--- src/rtl/pulse_stretcher.sv ---
// Pulse stretcher: turns single-cycle request strobes into level pulses with a
// guaranteed high time and low gap, queueing requests that arrive mid-pulse.
module pulse_stretcher #(
    parameter int unsigned WD       = 16,
    parameter int unsigned HIGH_CYC = 64000,
    parameter int unsigned LOW_CYC  = 64000,
    parameter int unsigned QW       = 4
) (
    input  logic          clk,
    input  logic          rst,
    input  logic          pulse_in,
    output logic          data_out,
    output logic          busy,
    output logic [QW-1:0] pending,
    output logic          overflow
);

    typedef enum logic [1:0] {
        ST_IDLE = 2'd0,
        ST_HIGH = 2'd1,
        ST_GAP  = 2'd2
    } state_t;

    localparam logic [WD-1:0] HIGH_LAST = WD'(HIGH_CYC - 1);
    localparam logic [WD-1:0] LOW_LAST  = WD'(LOW_CYC - 1);
    localparam logic [QW-1:0] PEND_MAX  = {QW{1'b1}};

    state_t        state_q;
    state_t        state_d;
    logic [WD-1:0] cnt_q;
    logic [WD-1:0] cnt_d;
    logic          data_d;
    logic          busy_d;
    logic [QW-1:0] pend_d;
    logic          ovf_d;
    logic          req_c;
    logic          start_c;
    logic          inc_c;
    logic          dec_c;

    // State, phase counter and all outputs registered together
    always_ff @(posedge clk or posedge rst) begin
        if (rst) begin
            state_q  <= ST_IDLE;
            cnt_q    <= '0;
            data_out <= 1'b0;
            busy     <= 1'b0;
            pending  <= '0;
            overflow <= 1'b0;
        end else begin
            state_q  <= state_d;
            cnt_q    <= cnt_d;
            data_out <= data_d;
            busy     <= busy_d;
            pending  <= pend_d;
            overflow <= ovf_d;
        end
    end

    // Next-state, queue accounting and next output values
    always_comb begin
        state_d = state_q;
        cnt_d   = cnt_q;
        pend_d  = pending;
        ovf_d   = overflow;
        start_c = 1'b0;
        inc_c   = 1'b0;
        dec_c   = 1'b0;
        req_c   = pulse_in || (pending != '0);

        case (state_q)
            ST_IDLE: begin
                if (req_c) begin
                    start_c = 1'b1;
                end
            end
            ST_HIGH: begin
                if (cnt_q == HIGH_LAST) begin
                    state_d = ST_GAP;
                end
            end
            ST_GAP: begin
                if (cnt_q == LOW_LAST) begin
                    if (req_c) begin
                        start_c = 1'b1;
                    end else begin
                        state_d = ST_IDLE;
                    end
                end
            end
            default: begin
                state_d = ST_IDLE;
            end
        endcase

        if (start_c) begin
            state_d = ST_HIGH;
        end

        // A start with an empty queue is served directly by pulse_in; otherwise
        // it consumes the oldest queued request and pulse_in joins the queue.
        if (start_c) begin
            dec_c = (pending != '0);
            inc_c = pulse_in && (pending != '0);
        end else begin
            inc_c = pulse_in && (state_q != ST_IDLE);
        end

        if (inc_c && !dec_c) begin
            if (pending == PEND_MAX) begin
                ovf_d = 1'b1;
            end else begin
                pend_d = pending + QW'(1);
            end
        end else if (dec_c && !inc_c) begin
            pend_d = pending - QW'(1);
        end

        // Counter restarts on every state entry, otherwise advances while active
        if ((state_d != state_q) || (state_d == ST_IDLE)) begin
            cnt_d = '0;
        end else begin
            cnt_d = cnt_q + WD'(1);
        end

        data_d = (state_d == ST_HIGH);
        busy_d = (state_d != ST_IDLE);
    end

endmodule

--- config.mk ---
export PLATFORM = sky130hd
export DESIGN_NAME = pulse_stretcher
export DESIGN_NICKNAME = d
export VERILOG_FILES = /design/src/rtl/pulse_stretcher.sv
export SDC_FILE = /design/constraint.sdc
export NUM_CORES = 1
export LEC_CHECK = 0
export ABC_AREA = 1
export CAP_MARGIN = 20
export CELL_PAD_IN_SITES_DETAIL_PLACEMENT = 1
export CELL_PAD_IN_SITES_GLOBAL_PLACEMENT = 1
export CORE_ASPECT_RATIO = 1.25
export CORE_MARGIN = 2
export CORE_UTILIZATION = 44
export DETAILED_ROUTE_END_ITERATION = 8
export PLACE_DENSITY = 0.84
export SLEW_MARGIN = 40
export SYNTH_ARGS = -nofsm -noshare
export SYNTH_HDL_FRONTEND = slang
export SYNTH_SLANG_ARGS = --single-unit
--- constraint.sdc ---
create_clock -name clk -period 2.5 [get_ports clk]
set_input_delay 0.5 -clock clk [delete_from_list [all_inputs] [get_ports clk]]
set_output_delay 0.5 -clock clk [all_outputs]
set_load 0.02 [all_outputs]
==> results of run 1 <==
metal layers:
| metal | global-route usage (%) | part of all wire (%) | vias to the layer above |
|---|---|---|---|
| met5 | 0 | 0 | - |
| met1 | 20.31 | 40 | 519 |
| met2 | 34.82 | 55 | 12 |
| met3 | 4.585 | 2.6 | 5 |
| met4 | 7.317 | 1.8 | 0 |
| li1 | - | - | 519 |
path summary, 6_finish.rpt:
kind,start,to,slack [ns],cells past startpoint
setup / recovery,cnt_q[0],pending[3],0.27,18
hold reg to reg,cnt_q[0],cnt_q[0],0.46,1
hold / removal,cnt_q[0],cnt_q[0],0.46,1
min in group asynchronous,rst,cnt_q[8],0.58,3
max in group asynchronous,rst,data_out,1.68,3
setup reg to reg,cnt_q[0],pending[3],0.27,18
per-stage QoR:
step	setup slack, ns	util, %	hold WS (ns)
after floorplan	0.3453	-	0.4303
after global placement	0.1362	49.80	0.4438
after detailed placement	0.002007	49.80	0.4577
after CTS	0.1263	51.26	0.4698
after global routing	0.04558	51.86	0.5113
final	0.2742	51.86	0.4619
cells by family (layout without fill, tap and decap cells):
family	Yosys count	after routing
AND/OR/NAND/NOR	81	81
flip-flops	25	25
buffers and inverters	25	39
AO/OA/AOI/OAI	15	15
XOR/XNOR	5	5
adder cells (fa/ha/maj)	4	4
flip-flops by register name (all words and copies together) (netlist names):
signal    cells
state_q       2
cnt_q        16
pending       4
data_out      1
busy          1
overflow      1
power by group through the flow:
stage               Sequential (W)  Combinational, W  Clock [W]
floorplan                 0.000548          0.000167          0
CTS                       0.000508          0.000353   0.000254
finish                    0.000513          0.000368   0.000247
detailed placement        0.000514          0.000351          0
global placement          0.000510          0.000329          0
global route              0.000518          0.000403   0.000267
final cells by class:
| cell class | instances | area (um2) |
|---|---|---|
| fill | 380 | 1524 |
| sequential | 25 | 625.6 |
| clock inverter | 1 | 5.005 |
| multi-input combinational | 105 | 728.2 |
| inverter | 24 | 90.09 |
| clock buffer | 3 | 41.29 |
| timing repair buffer | 11 | 105.1 |
| tap | 37 | 46.29 |
what timing repair did:
action,in CTS,in global routing
hold buffers,0,0
gates resized for setup,0,2
setup endpoints to repair,0,1
cells in the final DEF, fill, tap and decap left out, types with 2 or more instances in the layout:
cell	netlist	final
sky130_fd_sc_hd__xor2_1	4	4
sky130_fd_sc_hd__nand2_2	4	4
sky130_fd_sc_hd__inv_1	18	18
sky130_fd_sc_hd__nand3_2	2	2
sky130_fd_sc_hd__ha_1	3	2
sky130_fd_sc_hd__inv_2	6	6
sky130_fd_sc_hd__nor3_2	3	3
sky130_fd_sc_hd__nor3b_1	3	3
sky130_fd_sc_hd__clkdlybuf4s50_1	0	9
sky130_fd_sc_hd__buf_4	0	2
sky130_fd_sc_hd__clkbuf_8	0	3
sky130_fd_sc_hd__nand2_1	23	23
sky130_fd_sc_hd__o21ai_0	2	2
sky130_fd_sc_hd__nor3_1	3	3
sky130_fd_sc_hd__a21oi_1	2	2
sky130_fd_sc_hd__dfrtp_1	25	25
sky130_fd_sc_hd__o21ai_1	2	2
sky130_fd_sc_hd__nor2_1	20	20
sky130_fd_sc_hd__nand4_1	3	3
sky130_fd_sc_hd__nor2_4	2	2
sky130_fd_sc_hd__nand2_4	6	6
sky130_fd_sc_hd__o21bai_1	2	2
sky130_fd_sc_hd__nand3_1	7	7
Yosys cell counts, drive strengths merged:
| master | instances | share of area [%] |
|---|---|---|
| a31oi | 2 | 0.87 |
| o21a | 1 | 1.0 |
| buf | 1 | 0.78 |
| nor3 | 6 | 3.1 |
| ha | 3 | 2.6 |
| fa | 1 | 1.4 |
| dfrtp | 25 | 44 |
| a21o | 1 | 0.52 |
| nand4 | 4 | 2.8 |
| nand2 | 34 | 14 |
| o21ai | 5 | 2.0 |
| a21oi | 3 | 1.3 |
| or2 | 1 | 0.44 |
| o21bai | 2 | 1.0 |
| nor3b | 3 | 1.6 |
| xor2 | 4 | 2.4 |
| xnor2 | 1 | 0.61 |
| nand3 | 10 | 5.1 |
| inv | 24 | 6.3 |
| nor2 | 23 | 8.2 |
| a211oi | 1 | 0.52 |
==> flow_metrics.py, run 1 <==
metrics = {
    "status": {
        "run_status": "complete, no violations",
    },
    "placement": {
        "gp_routability_congestion": 0.7843,
        "numPortBuffers": 9,
        "dpl.cell_count": 202,
        "placed_area_um2": 1577,
        "dp_hpwl_mm": 2.282,
    },
    "sta": {
        "final-setup-viol-count": 0,
        "finalHoldViolCount": 0,
        "final_slew_violations": 0,
        "final.min_clock_period_ns": 2.226,
        "finalCritPeriodShare_pct": 89.03,
        "finClkSkew_ns": 0.006751,
        "max_freq_ghz": 0.4493,
        "worst_pin_slew_ns": 0.3247,
        "rsz_0062_raised_after_global_routing": "false",
        "timing.setup.tns_ns": 0,
        "slew_headroom_pct": 78.36,
    },
    "layout": {
        "final_nets": 177,
        "insertedDiodeCount": 0,
        "final_cells": 206,
        "layout.cell_area.non_filler_um2": 1642,
        "layout_cell_share_with_drive_strength_beyond_1_pct": 22.49,
        "synthToLayoutAreaGrowth_pct": 14.29,
    },
    "drt": {
        "drc": 0,
        "wire_per_inst_um": 14.42,
        "routed_wirelength_mm": 2.971,
        "vias_per_inst": 5.121,
        "dr.first_iter.drc_count": 19,
        "num_vias": 1055,
        "drtAntennaViolNets": 0,
        "drt-pass1-iter-count": 3,
    },
    "clocking": {
        "root_buffer": "sky130_fd_sc_hd__clkbuf_8",
        "cts-buffers-inserted": 3,
        "postCtsSetupBuffers": 0,
        "clock_transition_at_path_regs_ns": 0.09,
        "cts_num_sinks": 25,
        "cts_tree": "yes",
        "clk_path_buf_depth": 2,
        "clock_tree.htree_level_count": 1,
        "clk_latency_ns": 0.28,
    },
    "synth": {
        "synth.avg_cell_area_um2": 9.267,
        "largest_family_of_logic_cells_by_synthesized_area": "simple AND/OR/NAND/NOR gates",
        "ys_warn_count": 0,
        "synth_compound_gate_area_share_pct": 7.317,
        "syn_area_um2": 1436,
        "synth_cells": 155,
        "number_of_distinct_library_cell_variants_in_the_gate_level_netlist_after_synthesis": 34,
        "synthSimpleGateAreaFrac_pct": 35.02,
        "synth_xor_area_share_pct": 3.049,
        "synth_fp_nets": 162,
        "synth.ff_latch_count": 25,
        "yosys-mux-area-fraction_pct": 0,
        "synth_sequential_area_ratio_pct": 43.55,
        "synth_adder_area_share_pct": 4.007,
    },
    "grt": {
        "grt_pass1_vias": 1137,
        "number_of_antenna_violations_at_the_first_check_in_global_routing": 0,
        "grt.total_usage_pct": 18.99,
        "first_pass_grt_wire_length_mm": 4.954,
        "gr-total-overflow": 0,
        "grt_start_max_net_pins": 26,
    },
    "pwr": {
        "power.share.clock_pct": 21.9,
        "power.static_leakage_nw": 0.8059,
        "intPower_w": 0.0007267,
        "report.power.total_w": 0.001128,
        "seqPwrFrac_pct": 45.5,
        "netSwitchingPower_w": 0.0004011,
        "combinationalPowerShare_pct": 32.6,
        "sw_frac_of_total_pct": 35.56,
        "power.ir.vdd_worst_mv": 0.5216,
        "power_per_cell_area_nw_per_um2": 687.1,
    },
    "worst_setup_path": {
        "cpLargestDelayFamily": "simple AND/OR/NAND/NOR gates",
        "worst-path-max-fanout": 6,
        "path_class": "reg2reg",
        "crit_chain": "ha_1, nand2_1, inv_2, nand2_4, nor2_8, nand2_4, nand2_8, nand2_4, nand2_4, ha_4, nand2_1, nand2_1, a31oi_2, inv_1, nand2_2, nand3_2, nand2_1, nand2_1",
        "arrival_ns": 2.41,
        "end_kind": "flip-flop",
        "critPathMostFrequentCell": "sky130_fd_sc_hd__nand2_1",
        "worst_setup_path_start_kind": "flip-flop",
        "data_required_critical_path_ns": 2.68,
        "cp_num_buf_inv": 2,
        "critical-path-slowest-cell": "sky130_fd_sc_hd__dfrtp_1",
        "crit_path_max_incr_delay_ns": 0.38,
    },
    "floorplanning": {
        "dieArea_um2": 3741,
        "fp-row-count": 23,
        "fp.coreArea_um2": 3166,
        "die_height_um": 67.88,
        "boundaryPins": 10,
        "die_width_um": 55.11,
        "initial_utilization_pct": 45.38,
    },
    "hold_path": {
        "timing.hold.worst.class": "reg2reg",
    },
    "flow_run": {
        "maxCapViolations": 0,
    },
}
Note: power is estimated with default switching activity, not from simulation.
==> run 2, diff against run 1 <==
--- a/config.mk
+++ b/config.mk
@@ -9,7 +9,6 @@
 export CAP_MARGIN = 20
 export CELL_PAD_IN_SITES_DETAIL_PLACEMENT = 1
 export CELL_PAD_IN_SITES_GLOBAL_PLACEMENT = 1
-export CORE_ASPECT_RATIO = 1.25
 export CORE_MARGIN = 2
 export CORE_UTILIZATION = 44
 export DETAILED_ROUTE_END_ITERATION = 8
==> run 2 against run 1 <==
Power down 6.5%. Sequential share of layout area up 0.23 points. Final area down 0.61%. Final cell count up 3.4%. Critical path depth down 2. Largest cell class unchanged. Clock power down 27%. Die area about the same. Sequential power down 1%. Core utilization up 1.2 points. Combinational power about the same. Largest power group unchanged. Global-route usage down 0.97 points. Setup slack worse by 0.038 ns.
==> flow_metrics.py, run 2 (synthesized netlist as in run 1, its figures left out) <==
metrics = {
    "sta": {
        "worst_hold_slack_ns": 0.4760,
        "final-setup-viol-count": 0,
        "final_slew_violations": 0,
        "finClkSkew_ns": 0.004462,
        "final_worst_setup_slack_ns": 0.2360,
        "final.min_clock_period_ns": 2.264,
        "worst_pin_slew_ns": 0.3320,
        "finalHoldViolCount": 0,
        "max_freq_ghz": 0.4417,
        "finalCritPeriodShare_pct": 90.56,
        "rsz_0062_raised_after_global_routing": "false",
        "slew_headroom_pct": 77.86,
        "timing.setup.tns_ns": 0,
    },
    "clocking": {
        "cts_num_sinks": 25,
        "cts_tree": "yes",
        "clock_tree.htree_level_count": 1,
        "root_buffer": "sky130_fd_sc_hd__clkbuf_4",
        "cts-buffers-inserted": 3,
        "clk_latency_ns": 0.31,
        "clk_path_buf_depth": 2,
        "ctsHoldBuffers": 0,
        "clock_transition_at_path_regs_ns": 0.13,
    },
    "floorplanning": {
        "boundaryPins": 10,
        "initial_utilization_pct": 46.67,
        "fp-row-count": 20,
        "fp.coreArea_um2": 3078,
        "die_height_um": 61.14,
        "dieArea_um2": 3737,
        "die_width_um": 61.14,
    },
    "drt": {
        "drc": 0,
        "vias_per_inst": 4.845,
        "routed_wirelength_mm": 2.860,
        "num_vias": 1032,
        "drt-pass1-iter-count": 4,
        "dr.first_iter.drc_count": 13,
        "drtAntennaViolNets": 0,
        "wire_per_inst_um": 13.43,
    },
    "status": {
        "run_status": "complete, no violations",
    },
    "flow_run": {
        "maxCapViolations": 0,
    },
    "pwr": {
        "seqPwrFrac_pct": 48.2,
        "combinationalPowerShare_pct": 34.8,
        "power_per_cell_area_nw_per_um2": 646.1,
        "sw_frac_of_total_pct": 36.12,
        "power.share.clock_pct": 17.0,
        "power.ir.vdd_worst_mv": 0.5009,
        "intPower_w": 0.0006733,
        "power.static_leakage_nw": 0.7981,
        "netSwitchingPower_w": 0.0003808,
    },
    "hold_path": {
        "timing.hold.worst.class": "reg2reg",
    },
    "layout": {
        "insertedDiodeCount": 0,
        "max_ffs_per_register": 16,
        "mostFrequentLayoutCells": "25 x sky130_fd_sc_hd__dfrtp_1, 23 x sky130_fd_sc_hd__nand2_1, 20 x sky130_fd_sc_hd__nor2_1",
        "top_register": "cnt_q",
        "synthToLayoutAreaGrowth_pct": 13.59,
        "layout.cells.most_common": "sky130_fd_sc_hd__dfrtp_1",
        "post_route_core_utilization_pct": 53.01,
        "final_nets": 177,
        "reg.largest.list": "cnt_q x16, pending x4, state_q x2",
        "layout_cell_share_with_drive_strength_beyond_1_pct": 22.49,
    },
    "worst_setup_path": {
        "worst_setup_path_start_kind": "flip-flop",
        "data_required_critical_path_ns": 2.72,
        "worst-path-max-fanout": 6,
        "path_class": "reg2reg",
        "arrival_ns": 2.48,
        "end_kind": "flip-flop",
    },
    "grt": {
        "number_of_antenna_violations_at_the_first_check_in_global_routing": 0,
        "gr-total-overflow": 0,
        "grt_start_max_net_pins": 26,
        "grt.total_usage_pct": 18.02,
        "grt_pass1_vias": 1133,
        "first_pass_grt_wire_length_mm": 4.919,
    },
    "placement": {
        "numPortBuffers": 9,
        "placement.setup.worst_slack_ns": 0.06697,
        "gp_routability_congestion": 0.7662,
        "dp_hpwl_mm": 2.277,
    },
}
==> run 2: cell counts in the layout (fill, tap and decap cells not counted) <==
No cell type changed its count.
==> run 2: critical path, stage by stage (launching register included) <==
cell and delay (ns):
sky130_fd_sc_hd__dfrtp_1 0.40, sky130_fd_sc_hd__ha_1 0.18, sky130_fd_sc_hd__nand2_1 0.07, sky130_fd_sc_hd__inv_2 0.07, sky130_fd_sc_hd__nand2_4 0.08, sky130_fd_sc_hd__nor2_8 0.17, sky130_fd_sc_hd__nand2_4 0.09, sky130_fd_sc_hd__nand2_8 0.08
sky130_fd_sc_hd__nand2_4 0.09, sky130_fd_sc_hd__nand2_4 0.11, sky130_fd_sc_hd__ha_4 0.22, sky130_fd_sc_hd__nand2_1 0.07, sky130_fd_sc_hd__nand2_1 0.06, sky130_fd_sc_hd__a31oi_2 0.17, sky130_fd_sc_hd__nand3_1 0.14, sky130_fd_sc_hd__nand4_1 0.12
sky130_fd_sc_hd__nand2_1 0.05
==> run 2: power groups by stage <==
stage                     registers (W)  clock network, W  logic [W]
after CTS                      0.000503          0.000191   0.000350
after floorplan                0.000548                 0   0.000167
after global routing           0.000518          0.000206   0.000405
after detailed placement       0.000508                 0   0.000350
final                          0.000508          0.000180   0.000367
after global placement         0.000506                 0   0.000329
==> run 2: worst paths after layout <==
check,startpoint,end,slack (ns),depth (start not counted)
worst min register to register,cnt_q[0],cnt_q[0],0.48,1
max in group asynchronous,rst,state_q[0],1.72,3
worst min-delay path,cnt_q[0],cnt_q[0],0.48,1
worst max register to register,cnt_q[0],pending[3],0.24,16
min in group asynchronous,rst,cnt_q[6],0.53,3
worst max-delay path,cnt_q[0],pending[3],0.24,16
==> run 2: what timing repair did <==
item | in CTS | in global routing
setup buffers | 0 | 0
endpoints found under the setup margin | 0 | 1
gates resized for setup | 0 | 2
==> run 2: final cells by class <==
class | instances | area, um2
inverters | 24 | 90.09
clock inverters | 1 | 5.005
flip-flops and latches | 25 | 625.6
fillers | 376 | 1446
clock buffers | 3 | 22.52
repair buffers | 11 | 105.1
multi-input cells | 105 | 728.2
well taps | 44 | 55.05
==> run 2: layer usage <==
metal | global-route usage (%) | wire (um) | vias to the layer above
met3 | 2.311 | 57 | 4
met5 | 0 | 0 | -
met2 | 32.22 | 1515 | 13
met4 | 8.075 | 44 | 0
li1 | - | - | 521
met1 | 21.50 | 1244 | 494
==> run 2: metrics by stage <==
stage | instances | cell area [um2] | total power (W)
5_1_grt | 213 | 1632 | 0.001128
3_5_place_dp | 209 | 1585 | 0.0008585
4_1_cts | 213 | 1613 | 0.001043
2_1_floorplan | 155 | 1436 | 0.0007153
6_report | 213 | 1632 | 0.001054
3_3_place_gp | 209 | 1585 | 0.0008353
==> run 3, diff against run 2 <==
--- a/config.mk
+++ b/config.mk
@@ -5,12 +5,12 @@
 export SDC_FILE = /design/constraint.sdc
 export NUM_CORES = 1
 export LEC_CHECK = 0
-export ABC_AREA = 1
+export ABC_AREA = 0
 export CAP_MARGIN = 20
 export CELL_PAD_IN_SITES_DETAIL_PLACEMENT = 1
 export CELL_PAD_IN_SITES_GLOBAL_PLACEMENT = 1
 export CORE_MARGIN = 2
-export CORE_UTILIZATION = 44
+export CORE_UTILIZATION = 45
 export DETAILED_ROUTE_END_ITERATION = 8
 export PLACE_DENSITY = 0.84
 export SLEW_MARGIN = 40
==> run 3 against run 2 <==
Hold slack gained 0.035 ns. Clock skew grew 0.0013 ns. Largest power group unchanged. Critical path depth shrank 6. Routed wire length shrank 3.3%.
==> flow_metrics.py, run 3 <==
metrics = {
    "layout": {
        "layout_cell_share_with_drive_strength_beyond_1_pct": 22.79,
        "layout.cell_area.non_filler_um2": 1548,
        "top_register": "cnt_q",
        "final_nets": 144,
        "layout.cells.most_common": "sky130_fd_sc_hd__dfrtp_1",
        "max_ffs_per_register": 16,
        "synthToLayoutAreaGrowth_pct": 20.92,
        "insertedDiodeCount": 0,
        "mostFrequentLayoutCells": "22 x sky130_fd_sc_hd__dfrtp_1, 20 x sky130_fd_sc_hd__nor2_1, 11 x sky130_fd_sc_hd__xor2_1",
        "reg.largest.list": "cnt_q x16, pending x4, state_q x2",
    },
    "worst_setup_path": {
        "path_class": "reg2reg",
        "end_kind": "flip-flop",
        "data_required_critical_path_ns": 2.74,
        "r2r_start": "cnt_q[12]",
        "startpoint": "cnt_q[12]",
        "cp_num_buf_inv": 0,
        "cpLargestDelayFamily": "compound AO/OA/AOI/OAI gates",
        "arrival_ns": 2.66,
        "critical-path-slowest-cell": "sky130_fd_sc_hd__dfrtp_1",
        "worst_setup_path_start_kind": "flip-flop",
        "worst-path-max-fanout": 4,
        "crit_path_max_incr_delay_ns": 0.47,
        "crit_chain": "nand4_4, o41ai_4, and2_4, nand2b_4, ha_1, a21o_1, a21oi_2, a211oi_1, a31oi_1, xnor2_1",
    },
    "pwr": {
        "report.power.total_w": 0.001327,
        "power.static_leakage_nw": 0.6709,
        "power_per_cell_area_nw_per_um2": 857.4,
        "combinationalPowerShare_pct": 37.0,
        "power.share.clock_pct": 13.4,
        "netSwitchingPower_w": 0.0004956,
        "sw_frac_of_total_pct": 37.35,
        "intPower_w": 0.0008314,
        "power.ir.vdd_worst_mv": 0.6262,
        "seqPwrFrac_pct": 49.6,
    },
    "drt": {
        "drt-pass1-iter-count": 4,
        "wire_per_inst_um": 16.57,
        "drtAntennaViolNets": 0,
        "num_vias": 923,
        "routed_wirelength_mm": 2.767,
        "dr.first_iter.drc_count": 31,
        "vias_per_inst": 5.527,
        "drc": 0,
    },
    "floorplanning": {
        "fp.coreArea_um2": 2734,
        "dieArea_um2": 3287,
        "fp-row-count": 19,
        "die_width_um": 57.33,
        "boundaryPins": 10,
        "initial_utilization_pct": 46.82,
        "die_height_um": 57.33,
    },
    "synth": {
        "synth_largest_type_area_fraction_pct": 48.88,
        "synth_fp_nets": 124,
        "number_of_distinct_library_cell_variants_in_the_gate_level_netlist_after_synthesis": 35,
        "synth-main-ff-cell": "sky130_fd_sc_hd__dfrtp_1",
        "synthMostInstantiatedCell": "sky130_fd_sc_hd__dfrtp_1",
        "synth.top_cells.by_area": "sky130_fd_sc_hd__dfrtp_1 49%, sky130_fd_sc_hd__xor2_1 7.5%, sky130_fd_sc_hd__nor2_1 5.9%",
        "biggest_area_consumer_among_synthesized_cells": "sky130_fd_sc_hd__dfrtp_1",
        "synth.avg_cell_area_um2": 10.94,
        "synth.ff_latch_count": 25,
        "synth_sequential_area_ratio_pct": 48.88,
        "ys_warn_count": 0,
        "synth_cells": 117,
        "synth-edff-count": 0,
        "yosys-top-cells-count": "25 x sky130_fd_sc_hd__dfrtp_1, 20 x sky130_fd_sc_hd__nor2_1, 11 x sky130_fd_sc_hd__xor2_1",
        "syn_area_um2": 1280,
        "asyncSetResetFlopFracSynth_pct": 100.0,
    },
    "status": {
        "run_status": "complete, no violations",
    },
    "placement": {
        "gp_routability_congestion": 0.7213,
        "numPortBuffers": 9,
        "placed_area_um2": 1439,
        "dp_hpwl_mm": 1.953,
    },
    "grt": {
        "first_pass_grt_wire_length_mm": 4.657,
        "grt_pass1_vias": 1026,
        "grt_start_max_net_pins": 26,
        "gr-total-overflow": 0,
        "number_of_antenna_violations_at_the_first_check_in_global_routing": 0,
        "grt.total_usage_pct": 18.30,
    },
    "clocking": {
        "cts-buffers-inserted": 3,
        "clock_tree.htree_level_count": 1,
        "cts_tree": "yes",
        "root_buffer": "sky130_fd_sc_hd__clkbuf_4",
        "ctsHoldBuffers": 0,
        "clk_latency_ns": 0.31,
        "clock_transition_at_path_regs_ns": 0.14,
        "cts_num_sinks": 25,
        "clk_path_buf_depth": 2,
    },
    "sta": {
        "worst_pin_slew_ns": 0.4862,
        "max_freq_ghz": 0.4136,
        "final_slew_violations": 0,
        "finalCritPeriodShare_pct": 96.71,
        "finalHoldViolCount": 0,
        "finClkSkew_ns": 0.005759,
        "final-setup-viol-count": 0,
        "final.min_clock_period_ns": 2.418,
        "slew_headroom_pct": 67.29,
    },
    "hold_path": {
        "hold_path.startpoint": "overflow",
        "timing.hold.worst.class": "reg2reg",
    },
    "flow_run": {
        "maxCapViolations": 0,
    },
}
[run 3: cell count changes after synthesis, moves of 3 or more]
cell	delta
sky130_fd_sc_hd__nand2_2	-4
sky130_fd_sc_hd__nand2_4	-6
sky130_fd_sc_hd__nor3_1	-3
sky130_fd_sc_hd__inv_2	-6
sky130_fd_sc_hd__xor2_1	+7
sky130_fd_sc_hd__inv_1	-15
sky130_fd_sc_hd__nor3_2	-3
sky130_fd_sc_hd__nor3b_1	-3
sky130_fd_sc_hd__nand2_1	-17
sky130_fd_sc_hd__xnor2_1	+5
sky130_fd_sc_hd__and3_2	+3
[run 3: area by class of cell]
| class | instances | area [um2] |
|---|---|---|
| fillers | 311 | 1186 |
| well taps | 31 | 38.79 |
| clock buffers | 4 | 26.28 |
| multi-input cells | 86 | 684.4 |
| inverters | 3 | 11.26 |
| flip-flops and latches | 25 | 629.4 |
| repair buffers | 18 | 157.7 |
[run 3: timing repair]
item	4_1_cts	5_1_grt
cloned	0	0
buffers inserted	1	4
setup endpoints to repair	1	1
gates resized for setup	2	6
pin swaps	0	5
[run 3: path summary, 6_finish.rpt]
check	to	slack, ns	cells after the start
setup / recovery	pending[3]	0.08	10
hold / removal	overflow	0.51	1
setup reg to reg	pending[3]	0.08	10
hold reg to reg	overflow	0.51	1
max in group asynchronous	cnt_q[4]	1.69	3
min in group asynchronous	cnt_q[1]	0.54	3
[run 3: cells by family (layout without fill, tap and decap cells)]
family,Yosys count,after routing,share of synthesized area (%)
simple gates,51,51,22.19
compound gates,12,12,8.506
buf+inv,6,25,1.954
mux,2,2,2.346
fa+ha+maj,4,4,4.497
xor+xnor,17,17,11.63
flops,25,25,48.88
[run 3: power by group through the flow]
stage               logic, W  clock network, W  registers (W)
finish              0.000492          0.000178       0.000658
floorplan           0.000248                 0       0.000673
detailed placement  0.000449                 0       0.000656
global route        0.000547          0.000201       0.000678
CTS                 0.000462          0.000181       0.000651
global placement    0.000421                 0       0.000646
[run 3: metrics by stage]
step | hold slack [ns] | setup slack [ns] | setup TNS (ns) | util [%] | cells
after global placement | 0.4594 | 0.1109 | 0 | 52.63 | 158
after detailed placement | 0.4733 | -0.05723 | -0.05723 | 52.63 | 158
final | 0.5107 | 0.08213 | 0 | 56.61 | 167
after global routing | 0.5268 | -0.02889 | -0.02889 | 56.61 | 167
after CTS | 0.5082 | 0.007316 | 0 | 54.60 | 163
after floorplan | 0.4479 | 0.03390 | 0 | - | 117
[run 3: per-layer routing]
layer / GRT usage [%] / vias up / part of all wire (%)
li1: - / 441 / -
met1: 23.12 / 470 / 45
met2: 32.18 / 10 / 52
met3: 2.948 / 2 / 2.0
met4: 5.648 / 0 / 0.72
met5: 0 / - / 0
